**config.mk**
```make
export PLATFORM = sky130hd
export DESIGN_NAME = user_pos_ctrl
export DESIGN_NICKNAME = d
export VERILOG_FILES = /design/src/rtl/user_pos_ctrl.sv
export SDC_FILE = /design/constraint.sdc
export NUM_CORES = 1
export LEC_CHECK = 0
export BUFFER_PORTS_ARGS = -buffer_cell sky130_fd_sc_hd__buf_2
export CELL_PAD_IN_SITES_DETAIL_PLACEMENT = 2
export CELL_PAD_IN_SITES_GLOBAL_PLACEMENT = 2
export CORE_AREA = 2 2 120 122
export DETAILED_ROUTE_END_ITERATION = 10
export DIE_AREA = 0 0 122 124
export GPL_TIMING_DRIVEN = 0
export PLACE_DENSITY = 0.86
export RECOVER_POWER = 25
export SETUP_SLACK_MARGIN = 0.3
export SYNTH_ARGS = -nofsm -noshare
export SYNTH_HDL_FRONTEND = slang
export SYNTH_SLANG_ARGS = --single-unit
```
**constraint.sdc**
```tcl
create_clock -name pclk -period 6.45 [get_ports pclk]
set_input_delay 0.9675 -clock pclk [delete_from_list [all_inputs] [get_ports pclk]]
set_output_delay 0.9675 -clock pclk [all_outputs]
set_load 0.005 [all_outputs]
```
**src/rtl/user_pos_ctrl.sv**
```systemverilog
// user_pos_ctrl: moves the user sprite by STEP pixels at most once per frame.
// The move is chosen from the synchronized buttons on the vsync rising edge.
// The target is clamped to the screen and then sent to an external collision
// checker. The move is committed only if the checker answers with no hit.
// A game_won flag locks the position until reset.
//
// Ports:
//   pclk, rst                       pixel clock, synchronous active-high reset
//   vsync_in                        vsync from the timing generator (pclk domain)
//   btn_up/down/left/right          asynchronous active-high buttons
//   game_won                        win flag; forces the frozen WON state
//   chk_ack, chk_hit                checker response valid / overlap flag
//   chk_req, cand_x, cand_y         check request and the candidate position
//   x_pos, y_pos                    committed sprite top-left position
//   frozen                          high once movement is locked
module user_pos_ctrl #(
  parameter int STEP        = 4,
  parameter int WIDTH       = 100,
  parameter int HEIGHT      = 100,
  parameter int SCREEN_W    = 800,
  parameter int SCREEN_H    = 600,
  parameter int X_START     = 0,
  parameter int Y_START     = 250,
  parameter int ACK_TIMEOUT = 16
) (
  input  logic        pclk,
  input  logic        rst,
  input  logic        vsync_in,
  input  logic        btn_up,
  input  logic        btn_down,
  input  logic        btn_left,
  input  logic        btn_right,
  input  logic        game_won,
  input  logic        chk_ack,
  input  logic        chk_hit,
  output logic        chk_req,
  output logic [11:0] cand_x,
  output logic [11:0] cand_y,
  output logic [11:0] x_pos,
  output logic [11:0] y_pos,
  output logic        frozen
);

  localparam logic [11:0] STP   = 12'(STEP);
  localparam logic [11:0] MAX_X = 12'(SCREEN_W - WIDTH);
  localparam logic [11:0] MAX_Y = 12'(SCREEN_H - HEIGHT);
  localparam int          CW    = $clog2(ACK_TIMEOUT) + 1;
  localparam logic [CW-1:0] CNT_LAST = CW'(ACK_TIMEOUT - 1);

  typedef enum logic [1:0] {IDLE, PROPOSE, WAIT_ACK, WON} state_t;

  state_t        state, state_nxt;
  logic [3:0]    btn_s1, btn_s2;   // {up, down, left, right}
  logic          vs_q;
  logic          frame_tick;
  logic [CW-1:0] cnt, cnt_nxt;
  logic [11:0]   x_nxt, y_nxt, cx_nxt, cy_nxt;
  logic [11:0]   mv_x, mv_y;
  logic [12:0]   sum_x, sum_y;

  assign frame_tick = vsync_in & ~vs_q;
  assign chk_req    = (state == PROPOSE) || (state == WAIT_ACK);
  assign frozen     = (state == WON);

  // The sums are one bit wider so that a move past the far edge can be
  // detected without wrapping.
  assign sum_x = {1'b0, x_pos} + {1'b0, STP};
  assign sum_y = {1'b0, y_pos} + {1'b0, STP};

  // Clamped target for the highest-priority pressed button. With no button
  // pressed the target equals the current position, which means no move.
  always_comb begin
    mv_x = x_pos;
    mv_y = y_pos;
    if (btn_s2[3])
      mv_y = (y_pos < STP) ? 12'd0 : y_pos - STP;
    else if (btn_s2[2])
      mv_y = (sum_y > {1'b0, MAX_Y}) ? MAX_Y : sum_y[11:0];
    else if (btn_s2[1])
      mv_x = (x_pos < STP) ? 12'd0 : x_pos - STP;
    else if (btn_s2[0])
      mv_x = (sum_x > {1'b0, MAX_X}) ? MAX_X : sum_x[11:0];
  end

  always_comb begin
    state_nxt = state;
    x_nxt     = x_pos;
    y_nxt     = y_pos;
    cx_nxt    = cand_x;
    cy_nxt    = cand_y;
    cnt_nxt   = cnt;
    case (state)
      IDLE: begin
        cx_nxt  = x_pos;
        cy_nxt  = y_pos;
        cnt_nxt = '0;
        if (frame_tick && (|btn_s2) && ((mv_x != x_pos) || (mv_y != y_pos))) begin
          cx_nxt    = mv_x;
          cy_nxt    = mv_y;
          state_nxt = PROPOSE;
        end
      end
      PROPOSE, WAIT_ACK: begin
        if (chk_ack) begin
          // On a hit the candidate goes back to the current position. On a
          // miss it already equals the new position.
          if (!chk_hit) begin
            x_nxt = cand_x;
            y_nxt = cand_y;
          end else begin
            cx_nxt = x_pos;
            cy_nxt = y_pos;
          end
          state_nxt = IDLE;
        end else if (cnt == CNT_LAST) begin
          cx_nxt    = x_pos;
          cy_nxt    = y_pos;
          state_nxt = IDLE;
        end else begin
          cnt_nxt   = cnt + 1'b1;
          state_nxt = WAIT_ACK;
        end
      end
      WON: ;
      default: state_nxt = IDLE;
    endcase
    // A win overrides everything, including an ack in the same cycle.
    if (game_won) begin
      state_nxt = WON;
      x_nxt     = x_pos;
      y_nxt     = y_pos;
      cx_nxt    = x_pos;
      cy_nxt    = y_pos;
    end
  end

  always_ff @(posedge pclk) begin
    if (rst) begin
      state  <= IDLE;
      btn_s1 <= '0;
      btn_s2 <= '0;
      vs_q   <= 1'b0;
      cnt    <= '0;
      x_pos  <= 12'(X_START);
      y_pos  <= 12'(Y_START);
      cand_x <= 12'(X_START);
      cand_y <= 12'(Y_START);
    end else begin
      btn_s1 <= {btn_up, btn_down, btn_left, btn_right};
      btn_s2 <= btn_s1;
      vs_q   <= vsync_in;
      state  <= state_nxt;
      cnt    <= cnt_nxt;
      x_pos  <= x_nxt;
      y_pos  <= y_nxt;
      cand_x <= cx_nxt;
      cand_y <= cy_nxt;
    end
  end

endmodule

```
==> metrics <==
outcome finished clean; Placer Congestion 0.9443; share of cells above drive strength 1 0.1237; Die Y 124 um; Fin Setup TNS 0 ns; Min-Delay Path Class register to register; Final setup viols 0; power per cell area 251.1 nW/um2; fin nets 767; Routed Antenna Nets 0; Tot GR Track Use 0.3230; syn nets 700; crit path DAT 5.06 ns; Synth Warn # 0; crit-path cells buf_2 -> inv_1 -> ha_1 -> o2111ai_1 -> a2111oi_0 -> nor3b_1 -> mux2i_1 -> a31o_2 -> nor4_4 -> a21oi_2 -> buf_2 -> a31oi_1 -> o21a_1; post-CTS setup buffer count 0; top post-synthesis cells by area dfxtp_1 26%, nand2_1 8.2%, a21oi_1 6.2%; Row Count 43; DR vias 6033; CP max stage cell a2111oi_0; Seq/Total Area, Yosys 0.2641; WP buf/inv 3; Synth Area in Adders 0.02579; mux contribution to synthesized area 0.03533; Leakage 2.061 nW; post-layout util 0.4084; slowest stage delay, CP 1.06 ns; Synth top area share 0.2641; clock sinks 64; first-pass GRT wire length 36860 um; n_diodes 0; Synth Area in XOR/XNOR 0.01805; nature of the critical path endpoint register; CP max FO 10; CTS Hold Bufs 0; R2R Setup Slk 1.68 ns; I/O Buffers 56; Post-synth EDFFs 0; Min-Delay Endpoint btn_s2[3]; area grow syn2layout 15.47%; CTS Buf Count 9; crit-path leading delay family compound AO/OA/AOI/OAI gates; min-delay src btn_s1[3]; power after layout 1.407 mW; drt pass-1 iters 5; WL/cell 25.97 um; number of cells on the critical path 13; Yosys top cell by area dfxtp_1; Critical Setup Path Class register to register; H-tree levels 3; reg2reg end cand_x[0]; post-CTS sizing 0; clock buffer depth 2; Worst path most repeated cell buf_2; worst vdd ir 193.7 uV; final period utilization 0.7396; cell area after layout 5603 um2; Clock Latency Late Sink 0.35 ns; GRT overflow 0; Post-Route WL 24210 um; Worst Setup Slack, final 1.679 ns; CP required 6.74 ns; initial antenna violation count 1; Synth Area in Compound Gates 0.2811; largest net degree at the start of global routing 11; Top FF cell, synth dfxtp_1; RSZ-0062 raised after global routing no; vias in the first global route 6252; vias per inst 6.473; synth cell count leaders 106 x nand2_1, 64 x dfxtp_1, 60 x a21oi_1; CTS tree yes; mapped cell area 4852 um2; initial core utilization 0.3537; reg2reg start y_pos[3]; Slew @ Worst Pin 1.209 ns; detailed placement HPWL 17410 um; CP startpoint y_pos[3]; clock-pin slew on the worst setup and hold paths 0.06 ns; Setup Slack @ Placement 2.036 ns; Max Slew Vio Count 0; post-route minimum period 4.771 ns; mean post-synth cell area 7.136 um2; remaining routing DRC violations 0; IO Count 60; DIE WIDTH 122 um; root buffer cell clkbuf_16; Peak Freq 209.6 MHz; r2r worst-path depth 13; largest family of logic cells by synthesized area simple AND/OR/NAND/NOR gates; CORE AREA 13720 um2; crit start category register; Gate Count Post-Synth 680; DR iter-0 viols 586; worst hold path depth 1; area post-placement 5358 um2; top-count cell post-synth nand2_1; Synth Area in Simple Gates 0.3159; share of synthesized flip-flops with an asynchronous set or reset 0; Max-cap violations 0; Worst Skew 0.01016 ns; die area 15130 um2; Slew headroom 0.1729; FF+latch count, synth 64; endpoints failing hold 0; distinct cell type count after synthesis 73
[cell usage in the layout (no fill, tap or decap), drive strengths merged, types with 5 or more instances in the layout]
master,netlist,final
a31oi,11,11
nor3b,5,5
a22oi,8,8
nand3,30,30
nor2,52,52
nand3b,10,10
o21a,5,5
o22ai,7,7
and3,8,8
o31ai,7,7
a21oi,62,62
nor4,7,7
xor2,8,8
inv,12,12
mux2i,16,16
nand4,10,10
clkbuf,40,69
nand2b,8,8
nor2b,12,12
or3,6,6
nor3,22,22
ha,10,10
dfxtp,64,64
or4,5,5
buf,18,57
a32oi,6,6
o221ai,7,7
or2,9,9
and2,7,7
o21ai,37,37
nand2,106,106
o211ai,5,5
[worst max path at each step]
stage                             to  slack, ns
final                      cand_x[0]       1.68
after CTS                  cand_x[0]       1.87
after floorplan            cand_y[4]       3.08
after detailed placement  cand_x[11]       2.04
after global placement    cand_x[11]       2.21
after global routing      cand_x[11]       1.59
[report_power, final]
| group | switching, mW | internal (mW) |
|---|---|---|
| Clock | 0.182 | 0.268 |
| Sequential | 0.0356 | 0.428 |
| Combinational | 0.351 | 0.142 |
| Total | 0.569 | 0.838 |
[logic make-up (layout without fill, tap and decap cells)]
logic type,count (synthesis),in the layout
flip-flops,64,64
multiplexers,17,17
buffers and inverters,70,142
AO/OA/AOI/OAI,203,203
XOR/XNOR,10,10
AND/OR/NAND/NOR,306,306
adder cells (fa/ha/maj),10,10
[area by class of cell]
cell class,count,area (um2)
fillers,1684,8117
well taps,180,225.2
multi-input cells,546,3281
flip-flops and latches,64,1281
clock inverters,4,20.02
repair buffers,56,259.0
clock buffers,12,246.5
inverters,12,45.04
plain buffers,58,245.2
[through the flow]
step | hold slack [ns] | cells
global route | 0.4605 | 932
detailed placement | 0.4385 | 916
CTS | 0.4512 | 932
finish | 0.4483 | 932
floorplan | 0.4138 | 680
global placement | 0.4207 | 916
[worst reg2reg max path: stages (launching register included)]
cell and delay (ns):
dfxtp_1 0.40, buf_2 0.29, inv_1 0.18, ha_1 0.48
o2111ai_1 0.17, a2111oi_0 1.06, nor3b_1 0.18, mux2i_1 0.19
a31o_2 0.25, nor4_4 0.40, a21oi_2 0.20, buf_2 0.27
a31oi_1 0.44, o21a_1 0.20
[routing by layer]
metal	routed length, um	vias up	global-route usage
met4	775	0	0.1272
met5	0	-	0
met1	9934	3078	0.4030
met3	1604	62	0.05632
met2	11890	269	0.5538
li1	-	2624	-
[state kept, by name (all words and copies together) (netlist names)]
signal  cells
btn_s1      4
btn_s2      4
cand_x     12
cand_y     12
cnt         5
state       2
vs_q        1
x_pos      12
y_pos      12
Note: power is estimated with default switching activity, not from simulation.
